--- src/rtl/edf_pkg.sv ---
// Shared types for the EDF scheduler: FSM state encoding and the signed slack type.
// Slack is carried 64 bits wide so any REGISTER_SIZE up to 64 sign-extends into it losslessly.
package edf_pkg;

  typedef enum logic [2:0] {
    ST_IDLE       = 3'd0,
    ST_SELECT     = 3'd1,
    ST_REQUEST    = 3'd2,
    ST_WAIT_VALID = 3'd3,
    ST_OUTPUT     = 3'd4
  } state_e;

  localparam int SLACK_W = 64;
  typedef logic signed [SLACK_W-1:0] slack_t;

endpackage

--- src/rtl/edf_argmin.sv ---
// Combinational minimum-slack index over the valid (non-empty) queues; ties go to the lowest index.
// Zero latency; no flow control, found_vld is low when no queue is valid.
module edf_argmin
  import edf_pkg::*;
#(
  parameter int N = 4,
  localparam int IW = (N > 1) ? $clog2(N) : 1
) (
  input  logic [N-1:0]  valid,
  input  slack_t        slack [N],
  output logic [IW-1:0] idx,
  output logic          found_vld
);

  slack_t best;

  // Strict less-than keeps the earliest index on equal slack.
  always_comb begin
    idx       = '0;
    found_vld = 1'b0;
    best      = '0;
    for (int i = 0; i < N; i++) begin
      if (valid[i] && (!found_vld || (slack[i] < best))) begin
        found_vld = 1'b1;
        best      = slack[i];
        idx       = IW'(i);
      end
    end
  end

endmodule

--- src/rtl/edf_scheduler.sv ---
// Earliest-deadline-first pop scheduler: ready pulse 2 cycles after a non-empty queue is seen in IDLE,
// output held until serializer_ready. Optional per-queue stats counters under EDF_SCHEDULER_STATS_EN.
module edf_scheduler
  import edf_pkg::*;
#(
  parameter int NUMBER_OF_QUEUES = 4,
  parameter int REGISTER_SIZE    = 32,
  parameter int DATA_SIZE        = 678,
  localparam int IW = (NUMBER_OF_QUEUES > 1) ? $clog2(NUMBER_OF_QUEUES) : 1
) (
  input  logic                                            clock,
  input  logic                                            reset,
  input  logic [NUMBER_OF_QUEUES-1:0][REGISTER_SIZE-1:0]  queues_period,
  input  logic [NUMBER_OF_QUEUES-1:0]                     empty,
  output logic                                            scheduler_to_queues_ready,
  output logic [IW-1:0]                                   core_id,
  input  logic                                            queues_to_serializer_valid,
  input  logic [DATA_SIZE-1:0]                            queues_to_serializer_packet,
  output logic [DATA_SIZE-1:0]                            serializer_packet,
  output logic                                            serializer_valid,
  input  logic                                            serializer_ready
`ifdef EDF_SCHEDULER_STATS_EN
  ,
  output logic [NUMBER_OF_QUEUES-1:0][REGISTER_SIZE-1:0]  served_count,
  output logic [NUMBER_OF_QUEUES-1:0][REGISTER_SIZE-1:0]  miss_count
`endif
);

  state_e                   state_q, state_d;
  logic [REGISTER_SIZE-1:0] time_q, time_d;
  logic [REGISTER_SIZE-1:0] deadline_q [NUMBER_OF_QUEUES];
  logic [REGISTER_SIZE-1:0] deadline_d [NUMBER_OF_QUEUES];
  logic [IW-1:0]            core_id_q, core_id_d;
  logic                     ready_q, ready_d;
  logic                     svalid_q, svalid_d;
  logic [DATA_SIZE-1:0]     spacket_q, spacket_d;

  slack_t        slack [NUMBER_OF_QUEUES];
  logic [IW-1:0] sel_idx;
  logic          sel_vld;
  logic          cap_vld;

  // Modular difference reinterpreted as signed keeps the ordering correct across counter wrap.
  for (genvar g = 0; g < NUMBER_OF_QUEUES; g++) begin : g_slack
    logic [REGISTER_SIZE-1:0] diff;
    assign diff     = deadline_q[g] - time_q;
    assign slack[g] = slack_t'($signed(diff));
  end

  edf_argmin #(.N(NUMBER_OF_QUEUES)) u_argmin (
    .valid     (~empty),
    .slack     (slack),
    .idx       (sel_idx),
    .found_vld (sel_vld)
  );

  assign cap_vld = (state_q == ST_WAIT_VALID) && queues_to_serializer_valid;

  always_comb begin
    state_d    = state_q;
    time_d     = time_q + 1'b1;
    deadline_d = deadline_q;
    core_id_d  = core_id_q;
    ready_d    = 1'b0;
    svalid_d   = svalid_q;
    spacket_d  = spacket_q;
    case (state_q)
      ST_IDLE: begin
        if (!(&empty)) state_d = ST_SELECT;
      end
      ST_SELECT: begin
        // Queues may drain between IDLE and SELECT; fall back rather than pop an empty queue.
        if (sel_vld) begin
          core_id_d = sel_idx;
          ready_d   = 1'b1;
          state_d   = ST_REQUEST;
        end else begin
          state_d = ST_IDLE;
        end
      end
      ST_REQUEST: begin
        state_d = ST_WAIT_VALID;
      end
      ST_WAIT_VALID: begin
        if (cap_vld) begin
          spacket_d             = queues_to_serializer_packet;
          deadline_d[core_id_q] = time_q + queues_period[core_id_q];
          svalid_d              = 1'b1;
          state_d               = ST_OUTPUT;
        end
      end
      ST_OUTPUT: begin
        if (serializer_ready) begin
          svalid_d = 1'b0;
          state_d  = ST_IDLE;
        end
      end
      default: state_d = ST_IDLE;
    endcase
  end

  always_ff @(posedge clock or negedge reset) begin
    if (!reset) begin
      state_q    <= ST_IDLE;
      time_q     <= '0;
      deadline_q <= '{default: '0};
      core_id_q  <= '0;
      ready_q    <= 1'b0;
      svalid_q   <= 1'b0;
      spacket_q  <= '0;
    end else begin
      state_q    <= state_d;
      time_q     <= time_d;
      deadline_q <= deadline_d;
      core_id_q  <= core_id_d;
      ready_q    <= ready_d;
      svalid_q   <= svalid_d;
      spacket_q  <= spacket_d;
    end
  end

  assign scheduler_to_queues_ready = ready_q;
  assign core_id                   = core_id_q;
  assign serializer_valid          = svalid_q;
  assign serializer_packet         = spacket_q;

`ifdef EDF_SCHEDULER_STATS_EN
  logic [REGISTER_SIZE-1:0] served_q [NUMBER_OF_QUEUES];
  logic [REGISTER_SIZE-1:0] served_d [NUMBER_OF_QUEUES];
  logic [REGISTER_SIZE-1:0] miss_q   [NUMBER_OF_QUEUES];
  logic [REGISTER_SIZE-1:0] miss_d   [NUMBER_OF_QUEUES];

  // A miss is a capture whose queue was already past its deadline.
  always_comb begin
    served_d = served_q;
    miss_d   = miss_q;
    if (cap_vld) begin
      if (served_q[core_id_q] != '1) served_d[core_id_q] = served_q[core_id_q] + 1'b1;
      if (slack[core_id_q][SLACK_W-1] && (miss_q[core_id_q] != '1))
        miss_d[core_id_q] = miss_q[core_id_q] + 1'b1;
    end
  end

  always_ff @(posedge clock or negedge reset) begin
    if (!reset) begin
      served_q <= '{default: '0};
      miss_q   <= '{default: '0};
    end else begin
      served_q <= served_d;
      miss_q   <= miss_d;
    end
  end

  for (genvar g = 0; g < NUMBER_OF_QUEUES; g++) begin : g_stats
    assign served_count[g] = served_q[g];
    assign miss_count[g]   = miss_q[g];
  end
`endif

endmodule
--- config.mk ---
export PLATFORM = sky130hd
export DESIGN_NAME = edf_scheduler
export DESIGN_NICKNAME = d
export VERILOG_FILES = /design/src/rtl/edf_pkg.sv /design/src/rtl/edf_argmin.sv /design/src/rtl/edf_scheduler.sv
export SDC_FILE = /design/constraint.sdc
export NUM_CORES = 2
export LEC_CHECK = 0
export BUFFER_PORTS_ARGS = -buffer_cell sky130_fd_sc_hd__buf_2
export CAP_MARGIN = 30
export CORE_AREA = 2 2 575 577
export DETAILED_ROUTE_END_ITERATION = 6
export DIE_AREA = 0 0 577 579
export GPL_TIMING_DRIVEN = 0
export SETUP_SLACK_MARGIN = 0.05
export SLEW_MARGIN = 10
export SYNTH_ARGS = -nofsm -noshare
export SYNTH_HDL_FRONTEND = slang
export SYNTH_SLANG_ARGS = --single-unit
--- constraint.sdc ---
create_clock -name clock -period 9.2 [get_ports clock]
set_input_delay 0.46 -clock clock [delete_from_list [all_inputs] [get_ports clock]]
set_output_delay 0.46 -clock clock [all_outputs]
set_load 0.01 [all_outputs]
Word level (Yosys, flattened, before mapping)
Index checks and enable logic that the tools add are counted.

Output and inout port bits: 682. Register bits: 845. Logic and storage cells: 74.

Reduce and logical (&&, ||, !) cells: 18. Bitwise operators: 2. Mux-type cells: 25. Eq/ne operators: 7. $add $sub $neg: 6. Order comparisons: 6.

Operators by type and width (number): $lt A32 B64 Y1 (3); $mux W64 (3); $bwmux W128 (1); $sub A32 B32 Y32 (4); $bmux W32 S2 (1); $demux W32 S2 (1); $mux W32 (2); $add A32 B1 Y32 const B (1); $add A32 B32 Y32 (1); $pmux W3 S5 (1); $mux W1 (9); $mux W3 (3); $eq A3 B2 Y1 const B (2); $mux W2 (3); $ne A2 B2 Y1 const B (3); $reduce_and A3 Y1 (2); $logic_and A1 B1 Y1 (5); $not A4 Y4 (1); $reduce_and A2 Y1 (2); $reduce_and A4 Y1 (1); $eq A3 B1 Y1 const B (1); $eq A3 B3 Y1 const B (1); $ge A3 B3 Y1 const B (1); $logic_not A1 Y1 (3); other kinds (7) (9).

Longest topological paths before layout
Depth in word-level cells: 16. Depth in mapped cells: 49. Mapped depth without buffers: 46.

Cells and area by module
Synthesis repeated with hierarchy kept, for this count alone.

Cells, all modules: 4105. Area total of the unflattened synthesis: 46374.5 µm².

By module, submodules not included: edf_scheduler (sequential area each 21145.3 µm², times used 1, area an instance 40174.8 µm², cells each 3234); edf_argmin (sequential area each 0.0 µm², times used 1, area an instance 6199.7 µm², cells each 871).

Worst setup path after synthesis
OpenSTA, ideal clock, no wires.

Path kind: reg2reg. Start: register time_q[1]. End: register core_id_q[0], in the netlist core_id[0]. Data required time: 9.133 ns. Clock period less this slack: 8.973 ns. Library setup time: 0.067 ns. Setup slack: 0.227 ns. Cell stages (with the launch flop): 47. Data arrival time: 8.906 ns. Cells stage by stage: dfrtp_1 -> inv_1 -> ha_1 -> nor2b_1 -> o31a_1 -> or4_1 -> a41o_1 -> a21oi_2 -> o21ba_2 -> o21ai_0 -> xnor2_1 -> or2_2 -> ha_1 -> nand4_1 -> nor4_1 -> nand4_1 -> o22ai_1 -> o21ai_0 -> (+11 left out) -> nand4_1 -> o21ai_2 -> o21a_1 -> buf_6 -> buf_6 -> a211o_1 -> o31ai_1 -> ha_1 -> a21o_1 -> a21o_1 -> a21o_1 -> a21oi_1 -> nor2_1 -> a211oi_1 -> nor4b_1 -> nand3_1 -> a21oi_1 -> o32a_1.

Word-level cells in the longest chain between the ends: 15. Elaborated cells between the ends (all ways): 25.

RTL lines: start: declaration (RTL line edf_scheduler.sv:30) `logic [REGISTER_SIZE-1:0] time_q, time_d;`; start signal: assignment (RTL line edf_scheduler.sv:113) `time_q <= time_d;`; $sub A32 B32 Y32 (RTL line edf_scheduler.sv:46) `assign diff = deadline_q[g] - time_q;`; $mux W64 (RTL line edf_argmin.sv:23) `if (valid[i] && (!found_vld || (slack[i] < best))) begin`; $lt A32 B64 Y1 (RTL line edf_argmin.sv:23); $logic_or A1 B1 Y1 (RTL line edf_argmin.sv:23); $logic_and A1 B1 Y1 (RTL line edf_argmin.sv:23); $mux W64 or $mux W1 (tied branches) (RTL line edf_argmin.sv:23); $lt A32 B64 Y1 or $logic_not A1 Y1 (tied branches) (RTL line edf_argmin.sv:23); $logic_or A1 B1 Y1 (RTL line edf_argmin.sv:23); $logic_and A1 B1 Y1 (RTL line edf_argmin.sv:23); $mux W64 or $mux W1 (tied branches) (RTL line edf_argmin.sv:23); $lt A32 B64 Y1 or $logic_not A1 Y1 (tied branches) (RTL line edf_argmin.sv:23); $logic_or A1 B1 Y1 (RTL line edf_argmin.sv:23); $logic_and A1 B1 Y1 (RTL line edf_argmin.sv:23); $mux W1 (RTL line edf_argmin.sv:23); $reduce_and A2 Y1 (no line); end signal: assignment (RTL line edf_scheduler.sv:115) `core_id_q <= core_id_d;`; end: declaration (RTL line edf_scheduler.sv:33) `logic [IW-1:0] core_id_q, core_id_d;`.

Several ways; a longest one is shown, not always the timed one. A chain may end at the register's enable or synchronous reset.

Final worst setup path
Start: register time_q[1]. End: register core_id_q[1], in the netlist core_id[1].

Same word-level chain as after synthesis.

==> summary.txt <==
Run status
  – Run status: finished with violations
  – Failing checks: negative setup slack

Drt
  – First-pass iteration count of the detailed router: 7
  – Drt wl/cell: between 30 and 40 microns
  – Total wire length: 375000 microns
  – Vias/cell: just under 4
  – 1st-iter DRT viols: 4621
  – Vias: roughly 47000
  – Drt drc: 0
  – ANT nets after route: 0

Place
  – Cells after DPL: approximately 11000
  – Number of port buffers: 1494
  – DP Wirelength: 332000 microns
  – Final Wtd Congestion: slightly above 1

Flow run
  – Max-Cap Viols: 0

Setup path
  – Worst setup EP type: flip-flop
  – Critical Path Most Common Cell: nand4_1
  – Worst Path Required: 9850 ps
  – Reg-to-reg slack, setup: -440 ps
  – Max stage delay on crit path: about 510 ps
  – CP max FO: 10
  – Arrival time at the worst endpoint: slightly above 10000 ps
  – CP Buf/Inv Count: 7
  – Crit Path Category: flip-flop to flip-flop
  – End of the worst register-to-register path: core_id[1]
  – R2R cell count: between 40 and 50
  – Crit path max-delay family: compound AO/OA/AOI/OAI gates
  – Critical path startpoint category: flip-flop
  – CP max stage cell: mux2i_1
  – Reg2Reg Launch Point: time_q[1]

Finish
  – Share of cells above drive strength 1: 0.270
  – Final Util: 0.208
  – Fill count: between 30000 and 40000
  – Register area: 0.0212 sq mm
  – Area growth from synthesis to layout: 59.6%
  – Post-route insts no fill: 11841
  – Nets: 8361
  – Multi-input logic area: around 0.021 sq mm

Timing
  – RSZ-0062 raised after global routing: true
  – Final Hold Fails: 0
  – Setup ws final: -436 ps
  – Tmin final: slightly below 10000 ps
  – Peak Freq: roughly 100 MHz
  – Slew Limit Fails: 0
  – Slew at the pin with the worst max-slew slack: about 990 ps
  – Clock Skew: 102 ps
  – Final setup viols: 2
  – Slew headroom: 0.341
  – Tcrit/Tclk final: 1.05

Die
  – Die height: about 580 microns
  – IO Pins: about 1500
  – Die Area: approximately 0.33 sq mm
  – Total core area: 0.329 sq mm
  – Row count: 211
  – Initial Util: 0.130
  – Die Wd: roughly 580 microns

Global route
  – Gr usage total: 0.217
  – GRT Residual Overflow: 0
  – Vias in the first global route: between 40000 and 50000
  – Initial antenna violation count: about 180
  – Largest net degree at the start of global routing: between 100 and 150
  – First-pass GRT wire length: 469000 microns

CTS
  – Clk buf depth: 4
  – TritonCTS clock tree: yes
  – Clk slew on worst S/H paths: 60 ps
  – H-tree lvl count: 3
  – Clock Latency Late Sink: about 890 ps
  – CTS Buf Count: around 110
  – CTS sink count: about 850
  – Root buffer cell: clkbuf_16

Pwr
  – Power Density: 420 mW/mm^2
  – Pleak: 34.3 nW
  – Total Power: 28.7 mW
  – Maximum VDD drop: 0.174 mV

Synthesis
  – Post-synth EDFFs: 0
  – Asr flop ratio synth: 1.00
  – Mapped Area: around 0.043 sq mm
  – Sequential element share of the synthesized area: 0.494
  – Largest cells by area after synthesis: dfrtp_1 49%, nand2_1 20%, ha_1 7.3%, xnor2_1 2.6%, a21oi_1 1.9%
  – Most frequent cells after synthesis: 2335 x nand2_1, 845 x dfrtp_1, 249 x ha_1, 182 x clkbuf_1, 163 x a21oi_1
  – Syn Inst Count: 4932
  – Syn Nets: 6000
  – Yosys warns: 0
  – Post-Syn Area per Cell: between 8 and 9 sq um
  – Synth top area share: 0.494
  – Ys flop type: dfrtp_1
  – Seq cells post-synth: between 800 and 900
  – Top-count cell post-synth: nand2_1
  – Synth area leader: dfrtp_1
  – Distinct cell type count after synthesis: between 70 and 80

Min path
  – Min-delay src: queues_to_serializer_packet[663]
  – Hold crit path type: input pin to flip-flop
  – Hold depth: 3
  – Endpoint, Worst Hold: serializer_packet[663]
[metrics by stage]
stage / TNS [ps] / hold WS, ps / setup WS (ps) / cell area [sq um]
floorplan: 0 / 164 / 227 / 42800
global placement: - / 454 / -12880 / 55700
detailed placement: -6730 / 267 / -3360 / 56100
CTS: -590 / 1.24 / -317 / 67700
global route: -1430 / 41.1 / -735 / 68200
finish: -827 / 105 / -436 / 68300
[power by group]
part           internal [mW]  switching (mW)  leakage, nW  total, mW
Combinational           5.78            11.8         21.8       17.5
Clock                   2.82            1.93         1.92       4.75
Sequential              5.35            1.04         10.6       6.39
[cell families after synthesis]
logic type | count (synthesis) | synth area share
AO/OA/AOI/OAI | 556 | 0.0845
buffers and inverters | 311 | 0.0281
flip-flops | 845 | 0.494
adder cells (fa/ha/maj) | 254 | 0.0752
AND/OR/NAND/NOR | 2698 | 0.249
multiplexers | 100 | 0.0341
XOR/XNOR | 168 | 0.0344
[routing by layer]
metal | vias up | GRT usage | wire length [microns]
li1 | 21051 | - | -
met2 | 2457 | 0.321 | 157000
met4 | 46 | 0.130 | 26800
met3 | 686 | 0.110 | 48300
met1 | 22875 | 0.249 | 143000
met5 | - | 0 | 298
[area by class of cell]
type                            instances  share of cell area
Antenna cell                           96             0.00352
Buffer                                204              0.0128
Clock buffer                          155              0.0474
Clock inverter                         46             0.00966
Inverter                              107             0.00610
Multi-Input combinational cell       3776               0.310
Sequential cell                       845               0.310
Tap cell                             4366              0.0800
Timing Repair Buffer                 2246               0.221
[registers in the layout (all words and copies together) (netlist names)]
name / count
time_q: 32
serializer_packet: 678
deadline_q: 128
state_q: 3
core_id: 2
scheduler_to_queues_ready: 1
serializer_valid: 1
[tightest hold or removal path, stage by stage]
cell     delay [ps]
buf_2           130
nand2_1         160
nand2_1          90
[worst max path at each step]
stage | start | to | cells after the start
after floorplan | time_q[1] | core_id[0] | 46
after global placement | reset | serializer_packet[637] | 1
after detailed placement | time_q[0] | core_id[0] | 44
after CTS | time_q[1] | core_id[1] | 49
after global routing | time_q[15] | core_id[1] | 49
final | time_q[1] | core_id[1] | 42
[layout by cell type, fill, tap and decap left out, types with 106 or more instances in the layout]
master,instances
nand2_1,2334
ha_1,233
dlygate4sd3_1,669
o21ai_0,106
clkbuf_1,191
clkbuf_16,114
nor2_1,131
xnor2_1,126
dfrtp_1,839
a21oi_1,155
buf_2,1498
[what timing repair did]
item                                    in CTS  in global routing
pin swaps                                   59                 49
endpoints found under the setup margin       2                  2
setup buffers                               47                 13
resized for setup                          140                 33
hold buffers                               669                  0
hold endpoints to repair                   928                  0
Note: power is estimated with default switching activity, not from simulation.
